$ cat src/rtl/mux_scan_ctrl.sv
// Scan sequencer for a 4-to-1 mux: steps the selects, samples y per channel, emits 4-bit frames.
// Optional channel skip mask enabled by defining MUX_SCAN_MASK_EN.
module mux_scan_ctrl #(
  parameter int unsigned DWELL = 4,
  parameter int unsigned SEQ_W = 8
) (
  input  logic             clk,
  input  logic             rst,
  input  logic             en,
  output logic             s0,
  output logic             s1,
  input  logic             y,
`ifdef MUX_SCAN_MASK_EN
  input  logic [3:0]       mask,
`endif
  output logic [3:0]       frame_data,
  output logic [SEQ_W-1:0] frame_seq,
  output logic             frame_valid,
  input  logic             frame_ready,
  output logic             overflow,
  output logic             busy
);

  localparam int unsigned CNT_W = 8;
  localparam int unsigned CH_W  = 2;

  typedef enum logic {ST_IDLE, ST_SCAN} state_t;

  state_t             r_state, w_nxt_state;
  logic [CH_W-1:0]    r_chan, w_nxt_chan;
  logic [CNT_W-1:0]   r_cnt, w_nxt_cnt;
  logic [3:0]         r_shift, w_nxt_shift;
  logic [3:0]         r_mask, w_nxt_mask;
  logic [3:0]         w_mask_in;
  logic [3:0]         w_frame;
  logic               w_done;
  logic               w_first_ok, w_next_ok;
  logic [CH_W-1:0]    w_first_idx, w_next_idx;
  logic [3:0]         r_fdata;
  logic [SEQ_W-1:0]   r_fseq, r_seq_cnt;
  logic               r_valid, r_ovf, r_busy;

`ifdef MUX_SCAN_MASK_EN
  assign w_mask_in = mask;
`else
  assign w_mask_in = 4'h0;
`endif

  // Lowest unmasked channel for a frame start.
  always_comb begin
    w_first_ok  = 1'b0;
    w_first_idx = '0;
    for (int i = 3; i >= 0; i--) begin
      if (!w_mask_in[i]) begin
        w_first_ok  = 1'b1;
        w_first_idx = CH_W'(i);
      end
    end
  end

  // Next unmasked channel above the current one within this frame.
  always_comb begin
    w_next_ok  = 1'b0;
    w_next_idx = '0;
    for (int i = 3; i >= 1; i--) begin
      if (i > int'(r_chan) && !r_mask[i]) begin
        w_next_ok  = 1'b1;
        w_next_idx = CH_W'(i);
      end
    end
  end

  always_comb begin
    w_nxt_state = r_state;
    w_nxt_chan  = r_chan;
    w_nxt_cnt   = r_cnt;
    w_nxt_shift = r_shift;
    w_nxt_mask  = r_mask;
    w_frame     = r_shift;
    w_done      = 1'b0;
    case (r_state)
      ST_IDLE: begin
        w_nxt_chan = '0;
        w_nxt_cnt  = '0;
        if (en && w_first_ok) begin
          w_nxt_state = ST_SCAN;
          w_nxt_chan  = w_first_idx;
          w_nxt_mask  = w_mask_in;
          w_nxt_shift = 4'h0;
        end
      end
      ST_SCAN: begin
        if (r_cnt == CNT_W'(DWELL - 1)) begin
          w_frame[r_chan] = y;
          w_nxt_cnt       = '0;
          if (w_next_ok) begin
            w_nxt_chan  = w_next_idx;
            w_nxt_shift = w_frame;
          end else begin
            // Last active channel sampled: frame completes, restart or go idle.
            w_done = 1'b1;
            if (en && w_first_ok) begin
              w_nxt_chan  = w_first_idx;
              w_nxt_mask  = w_mask_in;
              w_nxt_shift = 4'h0;
            end else begin
              w_nxt_state = ST_IDLE;
              w_nxt_chan  = '0;
              w_nxt_shift = 4'h0;
            end
          end
        end else begin
          w_nxt_cnt = r_cnt + CNT_W'(1);
        end
      end
      default: w_nxt_state = ST_IDLE;
    endcase
  end

  always_ff @(posedge clk) begin
    if (rst) begin
      r_state   <= ST_IDLE;
      r_chan    <= '0;
      r_cnt     <= '0;
      r_shift   <= 4'h0;
      r_mask    <= 4'h0;
      r_busy    <= 1'b0;
      r_fdata   <= 4'h0;
      r_fseq    <= '0;
      r_seq_cnt <= '0;
      r_valid   <= 1'b0;
      r_ovf     <= 1'b0;
    end else begin
      r_state <= w_nxt_state;
      r_chan  <= w_nxt_chan;
      r_cnt   <= w_nxt_cnt;
      r_shift <= w_nxt_shift;
      r_mask  <= w_nxt_mask;
      r_busy  <= (w_nxt_state == ST_SCAN);
      // Output register: load on free slot or same-edge accept, otherwise drop.
      if (w_done) begin
        r_seq_cnt <= r_seq_cnt + SEQ_W'(1);
        if (!r_valid || frame_ready) begin
          r_fdata <= w_frame;
          r_fseq  <= r_seq_cnt;
          r_valid <= 1'b1;
        end else begin
          r_ovf <= 1'b1;
        end
      end else if (r_valid && frame_ready) begin
        r_valid <= 1'b0;
      end
    end
  end

  assign s0          = r_chan[1];
  assign s1          = r_chan[0];
  assign busy        = r_busy;
  assign frame_data  = r_fdata;
  assign frame_seq   = r_fseq;
  assign frame_valid = r_valid;
  assign overflow    = r_ovf;

endmodule

$ cat config.mk
export PLATFORM = sky130hd
export DESIGN_NAME = mux_scan_ctrl
export DESIGN_NICKNAME = d
export VERILOG_FILES = /design/src/rtl/mux_scan_ctrl.sv
export SDC_FILE = /design/constraint.sdc
export NUM_CORES = 1
export LEC_CHECK = 0
export CAP_MARGIN = 20
export CORE_MARGIN = 2
export CORE_UTILIZATION = 56
export DETAILED_ROUTE_END_ITERATION = 7
export GPL_TIMING_DRIVEN = 1
export PLACE_DENSITY = 0.89
export SLEW_MARGIN = 20
export SYNTH_ARGS = -nofsm -noshare
export SYNTH_HDL_FRONTEND = slang
export SYNTH_SLANG_ARGS = --single-unit
export TNS_END_PERCENT = 5
$ cat constraint.sdc
create_clock -name clk -period 2.76 [get_ports clk]
set_input_delay 0.69 -clock clk [delete_from_list [all_inputs] [get_ports clk]]
set_output_delay 0.69 -clock clk [all_outputs]
set_load 0.005 [all_outputs]
# Word-level counts from Yosys, hierarchy flattened
# Index checks and enable logic that the tools add are counted.
# totals
ff_bits	41
inputBits	5
# classes
n_addsub	2
magnitude_cmp	5
eq_ne	5
n_mux	34
n_bitwise	2
reduce_logical	16
# op_table
operator	count
$mux 4	8
$add 8x1->8 const B	2
$pmux 4 s2	2
$pmux 8 s2	1
$mux 1	13
$mux 2	5
$reduce_and 2->1	5
$eq 8x2->1 const B	1
$mux 8	1
$logic_and 1x1->1	5
$bwmux 4	1
$gt 2x2->1 const A	2
$logic_not 1->1	4
$ne 2x1->1 const B	2
$ne 2x2->1 const B	2
$pmux 2 s2	1
$lt 2x3->1 const B	1
$demux 1 s2	1
$ge 2x1->1 const B	1
$gt 1x2->1 const A	1
$not 1->1	2
$pmux 1 s2	1
$reduce_bool 2->1	1
$logic_or 1x1->1	1

# Depth between registers and ports, before layout
# depth
ltp_word	10
mapped_depth	7

# Least setup slack after synthesis
# Ideal clock, no wire load.
# synth_timing
path_kind	register to register
start	reg r_cnt[0]
end	reg r_fseq[3] (netlist: frame_seq[3])
arrival_time_ns	1.691
setup_slack_ns	0.942
path_stages_with_launch	8
n_path_buf	2
cell_sequence	dfxtp_1 -> ha_1 -> and4bb_1 -> and4b_1 -> buf_2 -> buf_6 -> mux2i_1 -> nor2_1
# synth_between
elab_chain_len	4
# synth_rtl
element	line_no	text
start: declaration	31	logic [CNT_W-1:0] r_cnt, w_nxt_cnt;
start signal: assignment	136	r_cnt <= w_nxt_cnt;
$eq 8x2->1	93	if (r_cnt == CNT_W'(DWELL - 1)) begin
$mux 1	93	
$mux 1	81	case (r_state)
$reduce_and 2->1 (no line)	n/a	
end signal: assignment	145	r_fseq <= r_seq_cnt;
end: declaration	40	logic [SEQ_W-1:0] r_fseq, r_seq_cnt;
# No other way between the ends.
# A chain may end at the register's enable or synchronous reset.

# Worst setup path after layout
# layout_timing
start	reg r_busy (netlist: busy)
end	out busy
# layout_rtl
element	line_no	text
start: declaration	41	logic r_valid, r_ovf, r_busy;
start signal: assignment	139	r_busy <= (w_nxt_state == ST_SCAN);
end: declaration	21	output logic busy
# No word-level cell between the ends.

==> flow_metrics.tcl <==
set metrics [dict create \
    status "finished clean" \
    post-route-drc-count 0 \
    synth_area_leader_cell "dfxtp_1" \
    place.port_buffers 21 \
    first_global_vias 1262 \
    drive_above_1_share 0.0543 \
    vias_per_cell 5.72 \
    tns_ns 0 \
    start_kind "flop" \
    via_count 1225 \
    holdCritStartpoint "r_cnt[0]$_SDFF_PP0_" \
    path_buf_inv 1 \
    ioPinCount 22 \
    grt_overflow 0 \
    slew_violations 0 \
    worstSetupPathType "reg2out" \
    ys_types 34 \
    period_needed_ns 1.99 \
    synth_fp_nets 170 \
    fin_crit_sh 0.723 \
    utilization 0.717 \
    syn2layout_area_growth_pct 18.9 \
    cp_data_arrival_time_ns 1.30 \
    synth_top_area_frac 0.470 \
    tightest_slew_ns 0.505 \
    antenna_found_initial 0 \
    antenna_left 0 \
    cts.sinks 36 \
    worst_skew_pair.late_latency_ns 0.33 \
    nets 194 \
    fill_cells 208 \
    rsz0062_at_grt "false" \
    drtIter0Drc 31 \
    die_w_um 56.3 \
    synth_ff_type "dfxtp_1" \
    hold_class "reg2reg" \
    layout_commonest_cell "dfxtp_1" \
    hold_depth 1 \
    drv_cap 0 \
    num_rows 18 \
    critical_path.top_delay_family "buffers and inverters" \
    syn_inst 159 \
    synth_area_sq_um 1530 \
    firstDrtPassIters 4 \
    hold_buffers 0 \
    r2r_cells 5 \
    gp_congestion 0.743 \
    finClkSkew_ns 0.00579 \
    worstReg2RegEnd "r_seq_cnt[5]$_SDFFE_PP0P_" \
    numCtsBuffers 5 \
    max_stage_delay_ns 0.54 \
    htree_num_levels 2 \
    n_antenna_cell 0 \
    cp_slowest_cell "clkdlybuf4s50_1" \
    core_sq_um 2540 \
    relSlewSlack 0.661 \
    die_h_um 56.3 \
    yosys-top-cells-area "dfxtp_1 (47%), mux2i_1 (9.1%), nor2_1 (7.8%), ha_1 (4.9%), xor2_1 (4.0%)" \
    leakagePower_nw 0.652 \
    postCtsResizedCells 0 \
    synth-seq-cells 36 \
    worst_ir_drop_vdd_mv 0.371 \
    synth_edf_count 0 \
    die-area_sq_um 3170 \
    synth_area_per_cell_sq_um 9.65 \
    yosysSeqAreaShare 0.470 \
    cp_cell_sequence "clkdlybuf4s50_1" \
    postCtsSetupBuffers 0 \
    r2r_slack_ns 0.77 \
    cts-root-buf "clkbuf_4" \
    wl_per_cell_um 14.0 \
    start_util 0.603 \
    path_clk_slew_ns 0.10 \
    fmax_mhz 501 \
    final_cell_mix "dfxtp_1 (36), nor2_1 (32), clkdlybuf4s50_1 (21), mux2i_1 (14), nand3_1 (10)" \
    cp.required_ns 2.07 \
    cts_tree "done" \
    finalHoldViolCount 0 \
    grt_usage 0.208 \
    setup_viol 0 \
    yosys_warnings 0 \
    grt_max_degree 23 \
    clk_path_buf_depth 2 \
    powerDensity_nw_per_um2 463 \
    dpl.hpwl_um 2120 \
    crit_path_end_kind "output port" \
    grt_pass1_wl_um 5220 \
    drt-total-wl_um 3000 \
    regToRegStartpoint "r_cnt[0]$_SDFF_PP0_" \
    postSynth.asyncResetShare 0 \
    worstPathMaxFanout 7 \
    min_to "r_cnt[0]$_SDFF_PP0_" \
]
==> metal layers <==
| layer | global-route usage | vias up | wire length (um) |
|---|---|---|---|
| met5 | 0 | - | 0 |
| met4 | 0.102 | 0 | 55 |
| met3 | 0.0507 | 7 | 108 |
| met2 | 0.373 | 30 | 1490 |
| met1 | 0.228 | 579 | 1340 |
| li1 | - | 609 | - |
==> cells by family after synthesis <==
logic type / count (synthesis) / share of synthesized area
compound gates: 21 / 0.0922
buf+inv: 10 / 0.0302
simple gates: 64 / 0.222
mux: 14 / 0.0914
xor+xnor: 8 / 0.0457
flops: 36 / 0.470
fa+ha+maj: 6 / 0.0489
==> Yosys cell counts, drive strengths merged, types with 2 or more instances <==
master,count
dfxtp,36
nor2,32
mux2i,14
nand3,11
a21oi,7
xor2,7
ha,6
inv,4
nand2,4
a211oi,3
a32o,3
buf,3
clkbuf,3
nand4,3
o21ai,3
or3,3
and3,2
nor2b,2
nor4,2
==> worst max path at each step <==
stage / from / to / slack, ns / cells after the start
after floorplan: r_cnt[0]$_SDFF_PP0_ / frame_seq[3]$_SDFFE_PP0P_ / 0.94 / 7
after global placement: frame_ready / frame_seq[6]$_SDFFE_PP0P_ / 0.73 / 6
after detailed placement: frame_ready / frame_seq[0]$_SDFFE_PP0P_ / 0.67 / 6
after CTS: busy$_SDFF_PP0_ / busy / 0.76 / 1
after global routing: r_cnt[0]$_SDFF_PP0_ / r_seq_cnt[3]$_SDFFE_PP0P_ / 0.58 / 5
final: busy$_SDFF_PP0_ / busy / 0.77 / 1
==> registers in the layout, summed over array words and instances, names as in the netlist <==
register	count
busy	1
frame_data	4
frame_seq	8
frame_valid	1
overflow	1
r_chan	2
r_cnt	8
r_seq_cnt	8
r_shift	3
==> power by group <==
part / internal, mW / total [mW] / switching (mW)
registers: 0.521 / 0.524 / 0.00294
clock network: 0.126 / 0.295 / 0.170
logic: 0.0110 / 0.0254 / 0.0144
total: 0.658 / 0.845 / 0.187
==> layout make-up <==
type                            instances  area [sq um]  area share
Timing Repair Buffer                   23           225       0.123
Tap cell                               30          37.5      0.0206
Inverter                                4          15.0     0.00823
Multi-Input combinational cell        113           767       0.420
Sequential cell                        36           721       0.395
Clock buffer                            8          58.8      0.0322
==> worst register-to-register path, delay by kind of cell (launching register included) <==
| family | cells | cell delay (ns) |
|---|---|---|
| and+or+nand+nor | 3 | 1.09 |
| DFF | 1 | 0.40 |
| adders and majority gates | 1 | 0.30 |
| AOI/OAI and AO/OA | 1 | 0.14 |
==> stage by stage <==
stage          hold slack (ns)  power [mW]  cell area, sq um  setup WS [ns]  instances
6_report                 0.484       0.845              1820          0.765        214
5_1_grt                  0.515       0.872              1820          0.580        214
4_1_cts                  0.486       0.844              1820          0.755        214
3_5_place_dp             0.463       0.561              1770          0.667        206
3_3_place_gp             0.452       0.560              1770          0.727        206
2_1_floorplan            0.437       0.549              1530          0.942        159
Note: power is estimated with default switching activity, not from simulation.
